## src/rtl/aileron_pkg.sv

```systemverilog
// Shared types and default constants for the aileron solenoid driver.
package aileron_pkg;

   typedef enum logic [1:0] {
      ST_IDLE  = 2'd0,
      ST_LEFT  = 2'd1,
      ST_RIGHT = 2'd2,
      ST_DEAD  = 2'd3
   } state_e;

   typedef enum logic [1:0] {
      SIDE_NONE  = 2'd0,
      SIDE_LEFT  = 2'd1,
      SIDE_RIGHT = 2'd2
   } side_e;

   localparam int MIN_HOLD_DEF  = 4;
   localparam int DEAD_CYC_DEF  = 3;
   localparam int STAGE_DLY_DEF = 2;
   localparam int CNT_W_DEF     = 8;

   // Inputs are already filtered for legality, so at most one side is requested.
   function automatic side_e pick_side(input logic v1e, input logic v1d);
      side_e s;
      s = SIDE_NONE;
      if (v1e)      s = SIDE_LEFT;
      else if (v1d) s = SIDE_RIGHT;
      return s;
   endfunction

endpackage

```

## src/rtl/aileron_hold_timer.sv

```systemverilog
// Loadable down-counter that stops at zero; used for the hold and dead-time timers.
module aileron_hold_timer
   import aileron_pkg::*;
#(
   parameter int CNT_W = CNT_W_DEF
) (
   input  logic             clk,
   input  logic             rst,
   input  logic             load,
   input  logic             dec,
   input  logic [CNT_W-1:0] load_val,
   output logic             zero
);

   logic [CNT_W-1:0] cnt_q, cnt_d;

   always_comb begin
      cnt_d = cnt_q;
      if (load)                   cnt_d = load_val;
      else if (dec && cnt_q != '0) cnt_d = cnt_q - 1'b1;
   end

   always_ff @(posedge clk) begin
      if (rst) cnt_q <= '0;
      else     cnt_q <= cnt_d;
   end

   assign zero = (cnt_q == '0);

endmodule

```

## src/rtl/aileron_valve_driver.sv

```systemverilog
// Solenoid driver: minimum hold, side-to-side dead time, staged second valve, illegal-request flag.
//
//   state    | meaning
//   ---------+-----------------------------------------------------------
//   ST_IDLE  | all solenoids closed, waiting for a legal stage-1 request
//   ST_LEFT  | left stage-1 open (stage-2 per staging), right side closed
//   ST_RIGHT | right stage-1 open (stage-2 per staging), left side closed
//   ST_DEAD  | all closed, dead time running before either side may open
module aileron_valve_driver
   import aileron_pkg::*;
#(
   parameter int MIN_HOLD  = MIN_HOLD_DEF,
   parameter int DEAD_CYC  = DEAD_CYC_DEF,
   parameter int STAGE_DLY = STAGE_DLY_DEF,
   parameter int CNT_W     = CNT_W_DEF
) (
   input  logic clk,
   input  logic rst,
   input  logic req_v1e,
   input  logic req_v2e,
   input  logic req_v1d,
   input  logic req_v2d,
   output logic sol_v1e,
   output logic sol_v2e,
   output logic sol_v1d,
   output logic sol_v2d,
   output logic busy,
   output logic fault
);

   localparam logic [CNT_W-1:0] HOLD_LD   = CNT_W'(MIN_HOLD - 1);
   localparam logic [CNT_W-1:0] DEAD_LD   = CNT_W'(DEAD_CYC - 1);
   localparam logic [CNT_W-1:0] STAGE_LIM = CNT_W'(STAGE_DLY);

   state_e           state_q, state_d;
   logic [CNT_W-1:0] stage_cnt_q, stage_cnt_d, stage_nxt;
   logic             sol_v1e_q, sol_v1e_d, sol_v2e_q, sol_v2e_d;
   logic             sol_v1d_q, sol_v1d_d, sol_v2d_q, sol_v2d_d;
   logic             busy_q, busy_d, fault_q, fault_d;

   logic  illegal, e1, e2, d1, d2, v2_side, enter;
   logic  hold_load, hold_dec, hold_zero, dead_load, dead_dec, dead_zero;
   side_e side;

   aileron_hold_timer #(.CNT_W(CNT_W)) u_hold (
      .clk(clk), .rst(rst), .load(hold_load), .dec(hold_dec),
      .load_val(HOLD_LD), .zero(hold_zero)
   );

   aileron_hold_timer #(.CNT_W(CNT_W)) u_dead (
      .clk(clk), .rst(rst), .load(dead_load), .dec(dead_dec),
      .load_val(DEAD_LD), .zero(dead_zero)
   );

   always_comb begin
      state_d     = state_q;
      stage_cnt_d = '0;
      sol_v1e_d   = 1'b0;
      sol_v2e_d   = 1'b0;
      sol_v1d_d   = 1'b0;
      sol_v2d_d   = 1'b0;
      hold_load   = 1'b0;
      hold_dec    = 1'b0;
      dead_load   = 1'b0;
      dead_dec    = 1'b0;
      enter       = 1'b0;

      // An illegal combination masks every request for this edge.
      illegal = (req_v1e && req_v1d) || (req_v2e && !req_v1e) || (req_v2d && !req_v1d);
      fault_d = illegal;
      e1 = req_v1e && !illegal;
      e2 = req_v2e && !illegal;
      d1 = req_v1d && !illegal;
      d2 = req_v2d && !illegal;
      side = pick_side(e1, d1);

      v2_side   = (state_q == ST_LEFT) ? e2 : d2;
      stage_nxt = (stage_cnt_q >= STAGE_LIM) ? STAGE_LIM : stage_cnt_q + 1'b1;

      case (state_q)
         ST_IDLE: enter = 1'b1;
         ST_LEFT, ST_RIGHT: begin
            hold_dec = 1'b1;
            if (!((state_q == ST_LEFT) ? e1 : d1) && hold_zero) begin
               state_d   = ST_DEAD;
               dead_load = 1'b1;
            end else begin
               stage_cnt_d = v2_side ? stage_nxt : '0;
               if (state_q == ST_LEFT) begin
                  sol_v1e_d = 1'b1;
                  sol_v2e_d = v2_side && (stage_cnt_d == STAGE_LIM);
               end else begin
                  sol_v1d_d = 1'b1;
                  sol_v2d_d = v2_side && (stage_cnt_d == STAGE_LIM);
               end
            end
         end
         ST_DEAD: begin
            if (dead_zero) enter = 1'b1;
            else           dead_dec = 1'b1;
         end
         default: state_d = ST_IDLE;
      endcase

      if (enter) begin
         case (side)
            SIDE_LEFT: begin
               state_d   = ST_LEFT;
               sol_v1e_d = 1'b1;
               hold_load = 1'b1;
            end
            SIDE_RIGHT: begin
               state_d   = ST_RIGHT;
               sol_v1d_d = 1'b1;
               hold_load = 1'b1;
            end
            default: state_d = ST_IDLE;
         endcase
      end

      busy_d = (state_d != ST_IDLE);
   end

   always_ff @(posedge clk) begin
      if (rst) begin
         state_q     <= ST_IDLE;
         stage_cnt_q <= '0;
         sol_v1e_q   <= 1'b0;
         sol_v2e_q   <= 1'b0;
         sol_v1d_q   <= 1'b0;
         sol_v2d_q   <= 1'b0;
         busy_q      <= 1'b0;
         fault_q     <= 1'b0;
      end else begin
         state_q     <= state_d;
         stage_cnt_q <= stage_cnt_d;
         sol_v1e_q   <= sol_v1e_d;
         sol_v2e_q   <= sol_v2e_d;
         sol_v1d_q   <= sol_v1d_d;
         sol_v2d_q   <= sol_v2d_d;
         busy_q      <= busy_d;
         fault_q     <= fault_d;
      end
   end

   assign sol_v1e = sol_v1e_q;
   assign sol_v2e = sol_v2e_q;
   assign sol_v1d = sol_v1d_q;
   assign sol_v2d = sol_v2d_q;
   assign busy    = busy_q;
   assign fault   = fault_q;

endmodule

```

## config.mk

```make
export PLATFORM = sky130hd
export DESIGN_NAME = aileron_valve_driver
export DESIGN_NICKNAME = d
export VERILOG_FILES = /design/src/rtl/aileron_pkg.sv /design/src/rtl/aileron_hold_timer.sv /design/src/rtl/aileron_valve_driver.sv
export SDC_FILE = /design/constraint.sdc
export NUM_CORES = 1
export LEC_CHECK = 0
export ABC_AREA = 1
export ABC_CLOCK_PERIOD_IN_PS = 1700
export CAP_MARGIN = 10
export CORE_UTILIZATION = 40
export CTS_CLUSTER_SIZE = 40
export DETAILED_ROUTE_END_ITERATION = 6
export REMOVE_ABC_BUFFERS = 1
export SKIP_LAST_GASP = 1
export SYNTH_ARGS = -nofsm -noshare
export SYNTH_HDL_FRONTEND = slang
export SYNTH_SLANG_ARGS = --single-unit
export TNS_END_PERCENT = 20
```

## constraint.sdc

```tcl
create_clock -name clk -period 1.7 [get_ports clk]
set_input_delay 0.34 -clock clk [delete_from_list [all_inputs] [get_ports clk]]
set_output_delay 0.34 -clock clk [all_outputs]
set_load 0.005 [all_outputs]
```

---- Word-level counts from Yosys, hierarchy flattened ----
Cells that the tools add are included.
Widths: inputs -> output; s select.
storage, ports and cells
  logic and storage cells ................. 89
  register bits ........................... 32
  output and inout bits ................... 6
cells by class
  mux-type cells .......................... 33
  $lt $le $gt $ge ......................... 1
  bitwise gates (word level) .............. 2
  reductions and logical operators ........ 32
  $add $sub $neg .......................... 3
  equality and inequality tests ........... 6
operator list
  cell                 number
  $mux 1               20
  $mux 2               9
  $logic_not 8->1      2
  $mux 8               2
  $reduce_bool 8->1    2
  $sub 8x1->8 const B  2
  $logic_and 1x1->1    11
  $add 8x1->8 const B  1
  $eq 8x2->1 const B   1
  $ge 8x2->1 const B   1
  $reduce_or 2->1      4
  $reduce_or 4->1      2
  $eq 2x2->1 const B   3
  $reduce_bool 2->1    3
  $eq 2x1->1 const B   2
  $logic_not 1->1      4
  $pmux 2 s2           1
  $reduce_or 3->1      1
  $logic_not 2->1      1
  $logic_or 1x1->1     2
  $not 1->1            2
  $pmux 1 s2           1

---- Logic depth before layout (Yosys ltp) ----
  word-level depth ........................ 13
  gate-level depth with buffers ........... 11

---- Modules after synthesis ----
Synthesis repeated with hierarchy kept, for this count alone.
second synthesis, totals
  cells, all modules ...................... 308
  area total of the unflattened synthesis .. 1956.9 µm²
by module, submodules not included
  module                times used  cells each  area each (µm²)  sequential area each (µm²)
  aileron_hold_timer    2           104         600.6            160.2
  aileron_valve_driver  1           100         755.7            320.3

---- Worst setup path before layout ----
OpenSTA, ideal clock, no wires.
  kind .................................... reg2reg
  start ................................... register state_q[0]
  end ..................................... register u_hold.cnt_q[2]
  data required time ...................... 1633 ps
  stages on the path, launching flop included .. 8
  slack ................................... 152 ps
  data arrival time ....................... 1481 ps
  library setup time ...................... 67 ps
  path through ............................ dfxtp_1 > inv_1 > ha_1 > bufinv_8 > nor2_8 > nand2_4 > or2_0 > a21oi_2
between the ends
  cells in the longest elaborated chain, start to end .. 4
  elaborated cells on any way between the ends .. 10
ends and longest elaborated chain
  item                                                                          line                                                     source
  from (decl)                                                                   aileron_valve_driver.sv:35                               state_e state_q, state_d;
  from (signal assigned)                                                        aileron_valve_driver.sv:135                              state_q <= state_d;
  $eq 2x2->1, or another cell as far along                                      aileron_valve_driver.sv:80                               case (state_q)
  $pmux 1 s2 / $reduce_or 2->1 (equally long branches)                          aileron_valve_driver.sv:80
  $mux 1, on equally long branches                                              aileron_valve_driver.sv:105, aileron_valve_driver.sv:80
  $reduce_or 2->1 (no source line) / $logic_and 1x1->1 (equally long branches)  --
  to (signal assigned)                                                          aileron_hold_timer.sv:25                                 else cnt_q <= cnt_d;
  to (decl)                                                                     aileron_hold_timer.sv:15                                 logic [CNT_W-1:0] cnt_q, cnt_d;
Parallel ways exist; a longest one is shown, timed or not.
A chain may end at the register's enable or synchronous reset.

---- Worst setup path in the final report ----
Ends and elaborated chain as after synthesis.

==> out/metrics.cfg <==
[die]
core_mm2 = 0.00380
fp.dieW_um = 66.1
ios = 12
start_util = 0.433
die_h_um = 66.1
fp-row-count = 22
die_area_mm2 = 0.00437

[drt]
viasPerCell = 4.55
wl_per_cell_um = 9.70
firstDrtPassIters = 5
antenna_left = 0
drt_iter0_drc = 97
via_count = 1359
drt-total-wl_um = 2900
drc = 0

[global_routing]
grt_pass1_vias = 1211
grt_max_degree = 10
grt_pass1_wl_um = 5070
grt_overflow = 0
grtUsageTotal = 0.156
antenna_found_initial = 0

[synth]
synth.top_cells.by_area = dfxtp_1, nand2_1, ha_1
seq_area_frac_synth = 0.389
synth.distinct_cells = 30
synth-seq-cells = 32
syn_inst = 216
netlist.area_leader.share = 0.389
yosys_warnings = 0
yosysTopAreaCell = dfxtp_1
syn_area_mm2 = 0.00165
synth.avg_cell_area_um2 = 7.62

[clock_network]
cts_buffers = 5
root_buffer = clkbuf_8
clock_sinks = 32
cts_setup_buffers = 0
clk_path_buf_depth = 2
clk_pin_slew_ns = 0.07
worstSkewPairLatency_ns = 0.28
cts.htree.levels = 2
tritoncts = built

[timing]
post-route-period-util = 0.932
grt_setup_unrepaired = true
fin_skew_ns = 0.00757
slew_viol_final = 0
setup_viol = 0
fin_crit_ns = 1.59
max_freq_mhz = 631
hold_viol = 0

[worst_setup_path]
cp_data_required_time_ns = 1.92
end_kind = flip-flop
r2r_start = state_q[0]
ff2ff_path_depth = 7
start_kind = flip-flop
rrSetupSlack_ns = 0.11
arrival_ns = 1.80
crit_type = flip-flop to flip-flop
r2r-end = u_hold.cnt_q[2]
crit_path_max_fanout = 9

[placed_design]
io_buffers = 11
dp.cells = 291
hpwl_um = 2240
gp_congestion = 0.731

[pwr]
ir_drop_mv = 0.550
p_leak_nw = 0.949
pwr_density_cell_mw_per_mm2 = 989

[hold_path]
whs_path_depth = 2
hold_end = u_dead.cnt_q[5]
hp-start = u_dead.cnt_q[5]
hp-class = flip-flop to flip-flop

[flow_run]
maxCapViolCount = 0

[finish]
final_cells = 299
multi_input_area_um2 = 892
diodes = 0
nFillCells = 372
final-seq-area_um2 = 641
nets = 266
final_core_util = 0.530
syn2layout_area_growth_pct = 22.4
drive_gt1_frac = 0.139

[outcome]
status = finished, final reports clean

layer usage:
metal  share of wire  track usage  vias up
met1            0.50        0.192      591
met3           0.032       0.0621        4
met2            0.47        0.250       21
met4          0.0052       0.0479        0
li1                -            -      743
met5               0            0        -
cells by family after synthesis:
family | Yosys count | synth area share
AOI/OAI and AO/OA | 26 | 0.0844
adders and majority gates | 10 | 0.0760
xor gates and xnor gates | 11 | 0.0586
DFF | 32 | 0.389
other | 1 | 0.00228
and+or+nand+nor | 105 | 0.310
buffers and inverters | 31 | 0.0791
cells in the mapped netlist (all sizes together):
master and number:
a31oi 1, o22ai 1, nor2b 1, nand3 13
conb 1, inv 30, nor3b 2, o211ai 1
nor3 1, xor2 9, xnor2 2, o21ai 9
bufinv 1, dfxtp 32, nand2 52, or2 2
a21oi 14, nor2 30, ha 10, nand4 4
report_power, final:
group          internal [mW]  switching [mW]  total (mW)
clock                  0.330           0.259       0.589
sequential             0.798          0.0278       0.826
combinational          0.250           0.326       0.576
area by class of cell:
type / count / area share
multi-input combinational: 157 / 0.443
sequential: 32 / 0.318
timing repair buffer: 23 / 0.0994
inverter: 31 / 0.0646
clock buffer: 8 / 0.0447
tap: 48 / 0.0298
flip-flops by register name, indices dropped and copies added, names as in the netlist:
name	count
sol_v1d	1
sol_v2d	1
sol_v1e	1
stage_cnt_q	8
sol_v2e	1
u_hold.cnt_q	8
u_dead.cnt_q	8
state_q	2
busy	1
fault	1
cells in the final DEF, fill, tap and decap left out, types with 2 or more instances in the layout:
cell type        netlist  layout
clkbuf_8               0       6
nand4_1                3       3
clkbuf_1               0       2
inv_1                 29      29
conb_1                 1       5
nand2_2                2       3
a21oi_1               13      13
xnor2_1                2       2
nand2_1               49      48
nor2_2                 3       3
dfxtp_1               32      32
nand3_2                2       2
o21ai_0                9       9
clkdlybuf4s50_1        0      11
ha_1                  10      10
nor2_8                 2       2
buf_4                  0      12
nand3_1               11      11
nor2_1                25      25
xor2_1                 9       9
through the flow:
step | hold WS (ns) | setup WS [ns] | power (mW) | setup TNS [ns] | area (µm²)
after floorplan | 0.409 | 0.152 | 1.26 | 0 | 1660
after global placement | 0.456 | -0.132 | 1.42 | -0.835 | 1920
after detailed placement | 0.458 | -0.150 | 1.42 | -0.925 | 1920
after CTS | 0.468 | 0.0954 | 2.02 | 0 | 2010
after global routing | 0.498 | -0.00243 | 2.12 | -0.00243 | 2010
final | 0.463 | 0.115 | 1.99 | 0 | 2010
worst max path at each step:
| stage | startpoint | endpoint | slack, ns | cells past startpoint |
|---|---|---|---|---|
| 6_report | state_q[0] | u_hold.cnt_q[2] | 0.11 | 7 |
| 5_1_grt | state_q[0] | u_hold.cnt_q[6] | -0.002 | 7 |
| 4_1_cts | state_q[0] | u_hold.cnt_q[2] | 0.1 | 7 |
| 3_5_place_dp | req_v1d | sol_v1d | -0.15 | 8 |
| 3_3_place_gp | req_v1d | sol_v1d | -0.13 | 8 |
| 2_1_floorplan | state_q[0] | u_hold.cnt_q[2] | 0.15 | 7 |
critical path, stage by stage, from the launching register on:
cell and delay [ns]:
dfxtp_1 0.39, inv_1 0.08, ha_1 0.30, bufinv_8 0.20
nor2_8 0.18, nand2_4 0.06, or2_0 0.21, a21oi_2 0.11
repair_timing:
item,4_1_cts,5_1_grt
gates resized for setup,0,1
endpoints found under the setup margin,0,2
hold buffers,0,0
hold endpoints to repair,0,0
No activity file was read; power rests on OpenSTA's default activity.
